**config.mk**
```make
export PLATFORM = sky130hd
export DESIGN_NAME = epb_slave_sequencer
export DESIGN_NICKNAME = d
export VERILOG_FILES = /design/src/rtl/epb_slave_sequencer.sv
export SDC_FILE = /design/constraint.sdc
export NUM_CORES = 1
export LEC_CHECK = 0
export CAP_MARGIN = 20
export CORE_AREA = 2 2 102 104
export CTS_CLUSTER_SIZE = 16
export DETAILED_ROUTE_END_ITERATION = 8
export DIE_AREA = 0 0 104 106
export GPL_TIMING_DRIVEN = 0
export PLACE_DENSITY = 0.75
export SLEW_MARGIN = 20
export SYNTH_ARGS = -nofsm -noshare
export SYNTH_HDL_FRONTEND = slang
export SYNTH_SLANG_ARGS = --single-unit
```
**constraint.sdc**
```tcl
create_clock -name epb_clk -period 1.4 [get_ports epb_clk]
set_input_delay 0.35 -clock epb_clk [delete_from_list [all_inputs] [get_ports epb_clk]]
set_output_delay 0.35 -clock epb_clk [all_outputs]
set_load 0.005 [all_outputs]
```
**src/rtl/epb_slave_sequencer.sv**
```systemverilog
// epb_slave_sequencer
//   Turns buffered EPB slave accesses into single-outstanding req/ack
//   transactions on the internal register bus, all in the epb_clk domain.
//   Every EPB input passes through one register stage (R) and the FSM only
//   ever looks at the R copies.
//
// Ports
//   epb_clk, epb_rst      clock, synchronous active-high reset
//   epb_cs_n/oe_n/r_w_n   buffered EPB control (active-low cs/oe, 1=read)
//   epb_be_n, epb_addr,   byte enables, word address, address extension,
//   epb_addr_gp,          write data from the pads
//   epb_data_in
//   epb_data_out/_oe_n    read data and pad driver enable (active-low)
//   epb_rdy, epb_rdy_oe   one-cycle transfer-complete pulse, its pad enable
//   bus_req/rnw/addr/be/  internal request, held until bus_ack
//   bus_wr_data
//   bus_ack, bus_rd_data  one-cycle completion and read data from the slave
//   timeout_err           sticky timeout flag
//
// Build option
//   EPB_SEQ_TIMEOUT_EN    when defined, WAIT self-completes after TIMEOUT
//                         cycles without bus_ack (reads return TIMEOUT_DATA,
//                         timeout_err is set). When undefined, no counter is
//                         built and timeout_err is tied low.

module epb_slave_sequencer #(
  parameter int          ADDR_W       = 29,
  parameter int          TIMEOUT      = 1023,
  parameter logic [15:0] TIMEOUT_DATA = 16'hDEAD
) (
  input  logic              epb_clk,
  input  logic              epb_rst,
  input  logic              epb_cs_n,
  input  logic              epb_oe_n,
  input  logic              epb_r_w_n,
  input  logic [1:0]        epb_be_n,
  input  logic [22:0]       epb_addr,
  input  logic [5:0]        epb_addr_gp,
  input  logic [15:0]       epb_data_in,
  output logic [15:0]       epb_data_out,
  output logic              epb_data_oe_n,
  output logic              epb_rdy,
  output logic              epb_rdy_oe,
  output logic              bus_req,
  output logic              bus_rnw,
  output logic [ADDR_W-1:0] bus_addr,
  output logic [1:0]        bus_be,
  output logic [15:0]       bus_wr_data,
  input  logic              bus_ack,
  input  logic [15:0]       bus_rd_data,
  output logic              timeout_err
);

  typedef enum logic [1:0] {S_IDLE, S_WAIT, S_RDY, S_HOLD} state_e;

  // R stage
  logic        cs_n_q, oe_n_q, rnw_q;
  logic [1:0]  be_n_q;
  logic [22:0] addr_q;
  logic [5:0]  gp_q;
  logic [15:0] din_q;

  always_ff @(posedge epb_clk) begin
    if (epb_rst) begin
      cs_n_q <= 1'b1;
      oe_n_q <= 1'b1;
      rnw_q  <= 1'b1;
      be_n_q <= 2'b11;
      addr_q <= '0;
      gp_q   <= '0;
      din_q  <= '0;
    end else begin
      cs_n_q <= epb_cs_n;
      oe_n_q <= epb_oe_n;
      rnw_q  <= epb_r_w_n;
      be_n_q <= epb_be_n;
      addr_q <= epb_addr;
      gp_q   <= epb_addr_gp;
      din_q  <= epb_data_in;
    end
  end

  state_e              state_q, state_d;
  logic                req_q, req_d, brnw_q, brnw_d;
  logic [ADDR_W-1:0]   baddr_q, baddr_d;
  logic [1:0]          bbe_q, bbe_d;
  logic [15:0]         bwd_q, bwd_d, dout_q, dout_d;
  logic                rdy_q, rdy_d, rdy_oe_q, rdy_oe_d;
  logic                abort_q, abort_d;
  logic                tmo_hit;

`ifdef EPB_SEQ_TIMEOUT_EN
  logic [15:0] cnt_q;
  logic        tmo_err_q;

  assign tmo_hit = (state_q == S_WAIT) && (cnt_q == 16'(TIMEOUT - 1));

  // Held at zero outside WAIT, so every WAIT entry starts from 0.
  // Saturates rather than wrapping.
  always_ff @(posedge epb_clk) begin
    if (epb_rst) begin
      cnt_q     <= '0;
      tmo_err_q <= 1'b0;
    end else begin
      if (state_q != S_WAIT)    cnt_q <= '0;
      else if (cnt_q != 16'hFFFF) cnt_q <= cnt_q + 16'd1;
      // A coincident ack wins: no error in that case.
      if (tmo_hit && !bus_ack) tmo_err_q <= 1'b1;
    end
  end

  assign timeout_err = tmo_err_q;
`else
  logic [31:0] unused_timeout;
  assign unused_timeout = 32'(TIMEOUT);
  assign tmo_hit        = 1'b0;
  assign timeout_err    = 1'b0;
`endif

  always_comb begin
    state_d  = state_q;
    req_d    = req_q;
    brnw_d   = brnw_q;
    baddr_d  = baddr_q;
    bbe_d    = bbe_q;
    bwd_d    = bwd_q;
    dout_d   = dout_q;
    rdy_d    = 1'b0;
    rdy_oe_d = rdy_oe_q;
    abort_d  = abort_q;
    unique case (state_q)
      S_IDLE: if (!cs_n_q) begin
        baddr_d  = ADDR_W'({gp_q, addr_q});
        bbe_d    = ~be_n_q;
        brnw_d   = rnw_q;
        bwd_d    = din_q;
        req_d    = 1'b1;
        rdy_oe_d = 1'b1;
        abort_d  = 1'b0;
        state_d  = S_WAIT;
      end
      S_WAIT: begin
        // The slave cannot be aborted: remember a cs_n release and keep
        // the request up until ack/timeout, then skip the ready pulse.
        if (cs_n_q) abort_d = 1'b1;
        if (bus_ack || tmo_hit) begin
          req_d = 1'b0;
          if (brnw_q) dout_d = bus_ack ? bus_rd_data : TIMEOUT_DATA;
          if (abort_q || cs_n_q) state_d = S_HOLD;
          else begin
            rdy_d   = 1'b1;
            state_d = S_RDY;
          end
        end
      end
      S_RDY:  state_d = S_HOLD;
      S_HOLD: if (cs_n_q) begin
        rdy_oe_d = 1'b0;
        state_d  = S_IDLE;
      end
      default: state_d = S_IDLE;
    endcase
  end

  always_ff @(posedge epb_clk) begin
    if (epb_rst) begin
      state_q  <= S_IDLE;
      req_q    <= 1'b0;
      brnw_q   <= 1'b1;
      baddr_q  <= '0;
      bbe_q    <= '0;
      bwd_q    <= '0;
      dout_q   <= '0;
      rdy_q    <= 1'b0;
      rdy_oe_q <= 1'b0;
      abort_q  <= 1'b0;
    end else begin
      state_q  <= state_d;
      req_q    <= req_d;
      brnw_q   <= brnw_d;
      baddr_q  <= baddr_d;
      bbe_q    <= bbe_d;
      bwd_q    <= bwd_d;
      dout_q   <= dout_d;
      rdy_q    <= rdy_d;
      rdy_oe_q <= rdy_oe_d;
      abort_q  <= abort_d;
    end
  end

  assign bus_req       = req_q;
  assign bus_rnw       = brnw_q;
  assign bus_addr      = baddr_q;
  assign bus_be        = bbe_q;
  assign bus_wr_data   = bwd_q;
  assign epb_data_out  = dout_q;
  assign epb_rdy       = rdy_q;
  assign epb_rdy_oe    = rdy_oe_q;
  // Pads drive only for a read that has completed, while the host still
  // holds both cs_n and oe_n low.
  assign epb_data_oe_n = ~(brnw_q && (state_q == S_RDY || state_q == S_HOLD) &&
                           !oe_n_q && !cs_n_q);

endmodule

```
==> impl_metrics.csv <==
group,metric,value,unit
status,outcome,"finished with violations",
status,violations,"setup timing",
sta,period_share,108,%
logic_synthesis,synth_cell_type_count,30,
clocking,cts.clk_slew.worst_paths,60,ps
worst_setup_path,critical-path-top-delay-family,"flip-flops",
worst_setup_path,critPathRequiredTime,1050,ps
worst_setup_path,crit_fanout,2,
drt,route.vias.total,3340,
placement,dp.cells,702,
clocking,cts_tree,"built",
finish,drive_above_1_share,32.2,%
logic_synthesis,synth-seq-area-share,61.3,%
sta,drv_slew,0,
worst_setup_path,start_kind,"register",
logic_synthesis,synth_nets,505,
finish,layout_commonest_cell,"nand2_1",
global_route,grt_pass1_vias,3255,
sta,setup_tns,-175,ps
floorplanning,io-pin-count,138,
drt,dr.pass1.iters,4,
drt,drtAntennaViolNets,0,
finish,syn2layout_area_growth,55.1,%
floorplanning,start_util,39.2,%
logic_synthesis,yosysWarnings,0,
clocking,cts_max_level,4,
drt,via_per_inst,4.47,
worst_setup_path,critical_path_arrival,1160,ps
global_route,grt_first_pass_wirelength,15700,um
worst_setup_path,path_buf_inv,2,
pwr,ir_drop,0.796,mV
pwr,power,0.0103,W
job,cap_violations,0,
sta,min_period,1510,ps
worst_setup_path,crit_cells,4,
sta,clock_skew,8.54,ps
floorplanning,row_count,37,
worst_setup_path,critical_path_class,"register to output pin",
pwr,power.density,1700,mW/mm2
sta,max_slew_margin,65.2,%
global_route,grt_max_degree,17,
logic_synthesis,ys_ff_latch,120,
clocking,numCtsBuffers,17,
global_route,grt_usage,18.1,%
worst_setup_path,r2r_cells,5,
finish,fin_cells,747,
drt,drt-initial-drc-count,127,
min_path,whs_path_depth,2,
logic_synthesis,synth_cells,431,
finish,diodes,0,
placement,io_buffers,135,
logic_synthesis,synth_area_per_cell,9.09,um2
floorplanning,core_area,0.0100,mm2
drt,drt_wl_total,9990,um
worst_setup_path,crit_chain,"buf_6, nor2_4, nand3_2, buf_2",
worst_setup_path,endpoint_kind,"output pin",
min_path,min_path_type,"input pin to register",
pwr,p_leak,2.48,nW
finish,fillers,898,
floorplanning,die_h,106,um
sta,hold_viol,0,
drt,wl_per_cell,13.4,um
sta,rsz0062_at_grt,"true",
worst_setup_path,crit_slowest_cell,"dfxtp_2",
placement,place.gp.congestion,0.763,
sta,max_freq,663,MHz
global_route,grt.overflow.total,0,
clocking,cts.sinks,120,
finish,final_cell_mix,"nand2_1, clkdlybuf4s50_1, a21oi_1",
floorplanning,die-area,0.0110,mm2
logic_synthesis,synthesis.area,0.00392,mm2
worst_setup_path,slowest_delay,320,ps
clocking,root_buffer,"clkbuf_8",
sta,fin_ws,-108,ps
sta,worstMarginPinSlew,522,ps
clocking,insertion_delay,490,ps
sta,holdWs,250,ps
floorplanning,die-width,104,um
drt,drc,0,
sta,setup_viol,2,
placement,dp_slack,-464,ps
global_route,antenna_found_initial,0,
clocking,clk_path_buf_depth,2,
placement,place_hpwl,6970,um
finish,nets,672,
==> final cells by class <==
type | count | area, um2 | area share, %
Tap cell | 136 | 170 | 2.80
Inverter | 2 | 10.0 | 0.165
Clock buffer | 18 | 418 | 6.88
Multi-Input combinational cell | 280 | 1420 | 23.4
Sequential cell | 120 | 2480 | 40.8
Buffer | 26 | 178 | 2.92
Timing Repair Buffer | 151 | 1170 | 19.3
Clock inverter | 14 | 223 | 3.67
==> synth_stat cells, drive strengths merged <==
cell type  instances  area, um2
nand2            129        484
dfxtp            120       2400
a21oi             65        325
nor2b             47        294
clkbuf            17       63.8
buf               12       65.1
nor2               6       22.5
ha                 5       62.6
or2                5       31.3
o21ai              4       20.0
nand3              3       15.0
a211oi             2       15.0
inv                2       7.51
nand2b             2       15.0
a311oi             1       8.76
and2               1       6.26
and2b              1       7.51
and3               1       6.26
conb               1       3.75
mux2               1       15.0
mux2i              1       10.0
nand3b             1       7.51
nor3               1       5.00
nor4               1       6.26
o21a               1       7.51
o31a               1       8.76
==> power by group <==
part	total [W]	switching, W	internal [W]
clock network	0.00461	0.00152	0.00309
registers	0.00391	0.000162	0.00375
logic	0.00178	0.000865	0.000910
==> cells by family after synthesis <==
family	synth area share, %
AO/OA/AOI/OAI	9.84
multiplexers	0.639
AND/OR/NAND/NOR	23.0
flip-flops	61.3
adder cells (fa/ha/maj)	1.60
other	0.0958
buffers and inverters	3.48
==> metrics by stage <==
step                      instance area, um2  utilization [%]
after floorplan                         3930                -
after global placement                  5450             54.5
after detailed placement                5450             54.5
after CTS                               6240             62.4
after global routing                    6070             60.7
final                                   6070             60.7
==> state kept, by name (all words and copies together) (netlist names) <==
register	cells
epb_data_out	16
rnw_q	1
bus_wr_data	16
bus_be	2
gp_q	6
cs_n_q	1
bus_rnw	1
be_n_q	2
bus_req	1
din_q	16
epb_rdy_oe	1
abort_q	1
bus_addr	29
epb_rdy	1
oe_n_q	1
addr_q	23
state_q	2
==> routing by layer <==
layer / vias to the layer above / global-route usage (%) / routed length, um
li1: 1704 / - / -
met1: 1542 / 20.3 / 4270
met2: 87 / 32.7 / 5230
met3: 7 / 4.84 / 402
met4: 0 / 7.05 / 96
met5: - / 0 / 0
==> worst paths after layout <==
path	from	end	slack, ps
worst min register to register	be_n_q[1]	bus_be[1]	400
worst max register to register	cs_n_q	state_q[0]	-70
worst max-delay path	cs_n_q	epb_data_oe_n	-110
worst min-delay path	epb_rst	din_q[11]	250
==> what timing repair did <==
item                       CTS  global route
gates cloned                 0             1
gates resized for setup    260            75
pin swaps                    4             0
buffers inserted             7             8
hold buffers                 0             0
setup endpoints to repair  127            98
Power figures use the tool's default switching activity.
